==> config.mk <==
export PLATFORM = sky130hd
export DESIGN_NAME = transaction_sequencer
export DESIGN_NICKNAME = d
export VERILOG_FILES = /design/src/rtl/transaction_sequencer.sv
export SDC_FILE = /design/constraint.sdc
export NUM_CORES = 1
export LEC_CHECK = 0
export CAP_MARGIN = 10
export CORE_ASPECT_RATIO = 1.1
export CORE_UTILIZATION = 43
export DETAILED_ROUTE_END_ITERATION = 12
export PLACE_DENSITY = 0.82
export SYNTH_ARGS = -nofsm -noshare
export SYNTH_HDL_FRONTEND = slang
export SYNTH_SLANG_ARGS = --single-unit
==> constraint.sdc <==
create_clock -name clock -period 2.9 [get_ports clock]
set_input_delay 0.435 -clock clock [delete_from_list [all_inputs] [get_ports clock]]
set_output_delay 0.435 -clock clock [all_outputs]
set_load 0.05 [all_outputs]
==> src/rtl/transaction_sequencer.sv <==
// ---------------------------------------------------------------------------
// transaction_sequencer
//
// Generic step sequencer for the coin transaction flow. Issues NUM_STEPS
// ordered steps to the datapath, hash and memory units. Each issue produces
// a one-cycle step_start pulse and waits for that step's done bit. Steps
// flagged in AUTO_MASK complete without a done. A step that waits too long
// is re-issued up to MAX_RETRIES times before the transaction fails. An
// abort cancels the transaction with a distinct error code.
//
// Ports
//   clock        in   system clock, rising edge
//   reset        in   synchronous active-high reset
//   start        in   begin a transaction (sampled only when idle)
//   abort        in   cancel the running transaction (ISSUE/WAIT only)
//   done_step    in   bit i = unit completion for step i+1
//   step         out  current step 1..NUM_STEPS, 0 when idle
//   step_start   out  one-cycle pulse per issue / re-issue
//   busy         out  high in every state except IDLE
//   finished     out  one-cycle pulse when the last step completes
//   error        out  one-cycle pulse on failure
//   error_code   out  01 timeout exhausted, 10 abort; held until next start
//   error_step   out  step that failed; held until next start
//   retry_count  out  retries used on the current step
//   state_dbg    out  raw FSM state for observation
//
// Unit handshake: step_start is the request for the step shown on step.
// The owning unit answers with its done_step bit at any later cycle while
// the sequencer is in WAIT; a done seen during ISSUE (the request cycle
// itself) or for any other step is not an answer and is dropped. Only one
// request is outstanding at a time.
//
// Every output is a flop or a decode of the state flop only, so nothing
// on an input reaches an output within the same cycle.
// ---------------------------------------------------------------------------
module transaction_sequencer #(
    parameter int NUM_STEPS      = 4,
    parameter int STEP_W         = 3,
    parameter int TIMEOUT_CYCLES = 16,
    parameter int MAX_RETRIES    = 2,
    parameter logic [NUM_STEPS-1:0] AUTO_MASK = NUM_STEPS'(4'b0100),
    localparam int RC_W = (MAX_RETRIES > 0) ? $clog2(MAX_RETRIES + 1) : 1
) (
    input  logic                 clock,
    input  logic                 reset,
    input  logic                 start,
    input  logic                 abort,
    input  logic [NUM_STEPS-1:0] done_step,
    output logic [STEP_W-1:0]    step,
    output logic                 step_start,
    output logic                 busy,
    output logic                 finished,
    output logic                 error,
    output logic [1:0]           error_code,
    output logic [STEP_W-1:0]    error_step,
    output logic [RC_W-1:0]      retry_count,
    output logic [2:0]           state_dbg
);

    localparam logic [2:0] S_IDLE  = 3'd0;
    localparam logic [2:0] S_ISSUE = 3'd1;
    localparam logic [2:0] S_WAIT  = 3'd2;
    localparam logic [2:0] S_DONE  = 3'd3;
    localparam logic [2:0] S_FAIL  = 3'd4;

    localparam logic [1:0] EC_TIMEOUT = 2'b01;
    localparam logic [1:0] EC_ABORT   = 2'b10;

    // Timer only has to reach TIMEOUT_CYCLES-1.
    localparam int TW   = (TIMEOUT_CYCLES > 1) ? $clog2(TIMEOUT_CYCLES) : 1;
    localparam int TMAX = (TIMEOUT_CYCLES > 0) ? TIMEOUT_CYCLES - 1 : 0;
    localparam bit TO_EN = (TIMEOUT_CYCLES != 0);

    localparam logic [TW-1:0]     TMAX_V = TW'(TMAX);
    localparam logic [RC_W-1:0]   RMAX_V = RC_W'(MAX_RETRIES);
    localparam logic [STEP_W-1:0] LAST_V = STEP_W'(NUM_STEPS);
    localparam logic [STEP_W-1:0] ONE_V  = STEP_W'(1);

    logic [2:0]    state;
    logic [TW-1:0] timer;
    logic          cur_done;
    logic          timeout_hit;
    logic          last_step;

    // Completion of the step currently shown on `step`. A loop compare
    // avoids indexing done_step with a wider-than-needed step value.
    always_comb begin
        cur_done = 1'b0;
        for (int i = 0; i < NUM_STEPS; i++) begin
            if (step == STEP_W'(i + 1)) begin
                cur_done = done_step[i] | AUTO_MASK[i];
            end
        end
    end

    // With TIMEOUT_CYCLES = 0 the timer still runs but never fires.
    assign timeout_hit = TO_EN && (timer == TMAX_V);
    assign last_step   = (step == LAST_V);

    always_ff @(posedge clock) begin
        if (reset) begin
            state       <= S_IDLE;
            step        <= '0;
            timer       <= '0;
            retry_count <= '0;
            error_code  <= 2'b00;
            error_step  <= '0;
        end else begin
            case (state)
                S_IDLE: begin
                    step <= '0;
                    if (start) begin
                        step        <= ONE_V;
                        retry_count <= '0;
                        error_code  <= 2'b00;
                        error_step  <= '0;
                        state       <= S_ISSUE;
                    end
                end

                S_ISSUE: begin
                    timer <= '0;
                    if (abort) begin
                        error_code <= EC_ABORT;
                        state      <= S_FAIL;
                    end else begin
                        state <= S_WAIT;
                    end
                end

                S_WAIT: begin
                    // abort > completion > timeout
                    if (abort) begin
                        error_code <= EC_ABORT;
                        state      <= S_FAIL;
                    end else if (cur_done) begin
                        if (last_step) begin
                            state <= S_DONE;
                        end else begin
                            step        <= step + ONE_V;
                            retry_count <= '0;
                            state       <= S_ISSUE;
                        end
                    end else if (timeout_hit) begin
                        if (retry_count < RMAX_V) begin
                            retry_count <= retry_count + RC_W'(1);
                            state       <= S_ISSUE;
                        end else begin
                            error_code <= EC_TIMEOUT;
                            state      <= S_FAIL;
                        end
                    end else begin
                        timer <= timer + TW'(1);
                    end
                end

                S_DONE: begin
                    step  <= '0;
                    state <= S_IDLE;
                end

                S_FAIL: begin
                    error_step <= step;
                    step       <= '0;
                    state      <= S_IDLE;
                end

                default: begin
                    step  <= '0;
                    state <= S_IDLE;
                end
            endcase
        end
    end

    assign step_start = (state == S_ISSUE);
    assign busy       = (state != S_IDLE);
    assign finished   = (state == S_DONE);
    assign error      = (state == S_FAIL);
    assign state_dbg  = state;

endmodule

==> impl_table.tex <==
\begin{tabular}{lr}
\hline
Metric & Value \\
\hline
\multicolumn{2}{l}{\textbf{Timing}} \\
\quad Post-layout minimum cycle time & 2.748 ns \\
\quad Number of max-slew violations in the final report & 0 \\
\quad Hold Violations, Final & 0 \\
\quad Unrepaired setup endpoints after global routing & no \\
\quad Normalized max-slew margin & 66.58\% \\
\quad Total negative slack for setup checks & 0 ns \\
\quad Setup violation total in the final timing report & 0 \\
\quad Fmax & approximately 0.36 GHz \\
\quad Max Clock Skew & around 0.0054 ns \\
\quad Hold slack & 0.4910 ns \\
\quad Final Cycle Share & a little over nine tenths \\
\quad Slew of the pin with the lowest slew margin & 0.4998 ns \\
\multicolumn{2}{l}{\textbf{Synth}} \\
\quad Mean post-synth cell area & 8.592 um2 \\
\quad Cell accounting for the most synthesized area & sky130\_fd\_sc\_hd\_\_dfxtp\_1 \\
\quad Syn Inst Count & 120 \\
\quad Share of synthesized flip-flops with an asynchronous set or reset & 0\% \\
\quad Net count of the mapped netlist & around 130 \\
\quad Top cells by area in the synthesized netlist & sky130\_fd\_sc\_hd\_\_dfxtp\_1, sky130\_fd\_sc\_hd\_\_a21oi\_1, sky130\_fd\_sc\_hd\_\_ha\_1 \\
\quad Cell with the most instances after synthesis & sky130\_fd\_sc\_hd\_\_dfxtp\_1 \\
\quad Most common flop cell mapped by yosys & sky130\_fd\_sc\_hd\_\_dfxtp\_1 \\
\quad Share of the synthesized area in the top cell type & 33.01\% \\
\quad Number of warnings reported in the yosys synthesis log & 0 \\
\quad Post-synth top cells & sky130\_fd\_sc\_hd\_\_dfxtp\_1, sky130\_fd\_sc\_hd\_\_a21oi\_1, sky130\_fd\_sc\_hd\_\_nand2\_1 \\
\quad Number of distinct library cell variants in the gate-level netlist after synthesis & 39 \\
\quad Part of the Yosys area used for sequential elements & between 30\% and 40\% \\
\quad Flip-flop and latch count after synthesis & 17 \\
\quad Number of enable-type register cells in the synthesized netlist & 0 \\
\quad Syn Std Cell Area & 1031 um2 \\
\multicolumn{2}{l}{\textbf{Clock network}} \\
\quad CTS Hold Bufs & 0 \\
\quad H-tree depth & 1 \\
\quad Clock root buffer master & sky130\_fd\_sc\_hd\_\_clkbuf\_4 \\
\quad Worst-skew pair later-pin latency & roughly 0.3 ns \\
\quad Number of cells upsized or downsized after cts & 0 \\
\quad Post-CTS Repair Setup Buffers & 0 \\
\quad CTS max path bufs & 2 \\
\quad TritonCTS clock tree & done \\
\quad CTS sink cnt & 17 \\
\quad CTS Buf Count & 3 \\
\quad Clock-pin slew of the registers on the worst-case setup and hold paths & between 0.1 and 0.15 ns \\
\multicolumn{2}{l}{\textbf{Cells and area}} \\
\quad Number of standard cells in the final layout excluding fillers & between 150 and 200 \\
\quad Share of layout cells above drive strength 1 & just under 8\% \\
\quad Antenna diodes & 0 \\
\quad Number of nets in the final layout & between 150 and 200 \\
\quad Synthesis-to-finish area growth & 24.64\% \\
\quad Final cell utilization of the core & approximately 57\% \\
\multicolumn{2}{l}{\textbf{Pwr}} \\
\quad Sw Pwr & 158.9 uW \\
\quad Peak supply drop & approximately 0.31 mV \\
\quad Combinational share of power & about 22\% \\
\quad Net switching fraction of the power & around a third \\
\quad Clock group share of total power & 27.2\% \\
\quad Power density over cell area & between 300 and 400 nW/um2 \\
\quad Sequential group share of total power & between 50\% and 60\% \\
\quad Leakage power total & roughly 0.45 nW \\
\quad Internal power summed over all cells & 327.6 uW \\
\multicolumn{2}{l}{\textbf{Critical path}} \\
\quad Worst Setup Start Kind & register \\
\quad WS Path Type & register to primary output \\
\quad Required time of the critical path & about 2.5 ns \\
\quad Endpoint arrival time on the critical path & roughly 2.3 ns \\
\quad Maximum fanout encountered on the critical timing path & 10 \\
\quad Crit end category & primary output \\
\multicolumn{2}{l}{\textbf{Run}} \\
\quad Maximum Capacitance Violations & 0 \\
\multicolumn{2}{l}{\textbf{Detailed routing}} \\
\quad Total number of vias & approximately 970 \\
\quad Detailed-routing iteration count for the pre-antenna-repair pass & 4 \\
\quad Via density per instance & about 5.6 \\
\quad DRT Wirelength & 2.329 mm \\
\quad First-iteration detailed-routing DRC count & 36 \\
\quad Total DRC errors in the routed layout & 0 \\
\quad Drt wl/cell & between 10 and 15 um \\
\quad DRT antenna net count & 0 \\
\multicolumn{2}{l}{\textbf{Floorplan}} \\
\quad Chip Width & 48.69 um \\
\quad Effective utilization at floorplan & a little under half \\
\quad Area of the core & between 2000 and 2500 um2 \\
\quad Site row count & 18 \\
\quad Height of the die & around 53 um \\
\quad Die footprint & 2598 um2 \\
\quad IO Count & 25 \\
\multicolumn{2}{l}{\textbf{GRT}} \\
\quad Total congestion overflow after global routing & 0 \\
\quad Antenna violations before repair & 0 \\
\quad Global-route wire length before repair & between 3 and 4 mm \\
\quad Total GRT Usage & between 10\% and 20\% \\
\quad Number of global-route vias before repair & 930 \\
\quad Maximum number of pins on one net before global-route repair & 15 \\
\multicolumn{2}{l}{\textbf{Placement}} \\
\quad Half-perimeter wire length after placement & 1.753 mm \\
\quad Number of input and output port buffers inserted & 23 \\
\quad Cells after DPL & 167 \\
\quad GP Congestion & around 0.88 \\
\multicolumn{2}{l}{\textbf{Outcome}} \\
\quad Result of the run & completed \\
\multicolumn{2}{l}{\textbf{Worst hold path}} \\
\quad Class of the worst hold path & register to register \\
\hline
\end{tabular}
-- critical path, stage by stage, from the launching register on --
cell and delay (ns):
sky130_fd_sc_hd__dfxtp_1 0.53, sky130_fd_sc_hd__or3b_1 0.53, sky130_fd_sc_hd__inv_4 0.14, sky130_fd_sc_hd__clkdlybuf4s50_1 0.80
-- stage by stage --
step | instance area [um2] | power [mW] | setup WS [ns]
after CTS | 1285 | 0.4878 | 0.1568
after floorplan | 1031 | 0.3271 | 0.6009
after global placement | 1257 | 0.3568 | 0.5213
after detailed placement | 1257 | 0.3593 | 0.5043
after global routing | 1285 | 0.5105 | 0.05002
final | 1285 | 0.4865 | 0.1523
-- logic make-up (layout without fill, tap and decap cells) --
kind of cell / after synthesis / after routing / synth area share [%]
adder cells (fa/ha/maj): 6 / 6 / 7.281
buffers and inverters: 14 / 35 / 7.160
flip-flops: 17 / 17 / 33.01
AND/OR/NAND/NOR: 47 / 47 / 27.43
AO/OA/AOI/OAI: 33 / 33 / 22.21
multiplexers: 2 / 2 / 2.063
XOR/XNOR: 1 / 1 / 0.8497
-- state kept, by name, summed over array words and instances (netlist names) --
register     flops
state_dbg        3
retry_count      2
step             3
error_code       2
timer            4
error_step       3
-- power by group through the flow --
stage | Clock [mW] | Combinational [mW] | Sequential [mW]
floorplan | 0 | 0.0603 | 0.267
global placement | 0 | 0.105 | 0.252
detailed placement | 0 | 0.107 | 0.253
CTS | 0.133 | 0.107 | 0.247
global route | 0.147 | 0.115 | 0.249
finish | 0.132 | 0.107 | 0.247
-- cells in the final DEF, fill, tap and decap left out, types with 4 or more instances in the layout --
| master | n |
|---|---|
| sky130_fd_sc_hd__a21oi_1 | 15 |
| sky130_fd_sc_hd__clkdlybuf4s50_1 | 23 |
| sky130_fd_sc_hd__o21ai_0 | 5 |
| sky130_fd_sc_hd__inv_1 | 7 |
| sky130_fd_sc_hd__dfxtp_1 | 17 |
| sky130_fd_sc_hd__ha_1 | 6 |
| sky130_fd_sc_hd__nand2_1 | 10 |
| sky130_fd_sc_hd__nor3_1 | 4 |
| sky130_fd_sc_hd__nor2_1 | 8 |
| sky130_fd_sc_hd__nand3_1 | 5 |
-- worst paths after layout --
kind                                                  from                          to  slack (ns)  depth (start not counted)
worst max-delay path             state_dbg[0]$_SDFFE_PP0P_                  step_start        0.15                          3
worst min-delay path            error_step[2]$_SDFFE_PP0P_  error_step[2]$_SDFFE_PP0P_        0.49                          2
worst min register to register  error_step[2]$_SDFFE_PP0P_  error_step[2]$_SDFFE_PP0P_        0.49                          2
worst max register to register        step[2]$_SDFFE_PP0P_       timer[0]$_SDFFE_PP0P_        0.73                          7
-- per-layer routing --
layer  wire (um)  vias up  track usage (%)
met3         101        4            4.310
met2        1124       29            34.49
met1        1069      446            23.37
met5           0        -                0
li1            -      487                -
met4          34        0            9.804
-- layout make-up --
cell class	instances	area, um2
timing repair buffer	23	230.2
clock buffer	3	22.52
inverter	8	32.53
multi-input combinational	89	616.8
clock inverter	1	5.005
tap	30	37.54
sequential	17	340.3
fill	205	967.2
Note: power is estimated with default switching activity, not from simulation.
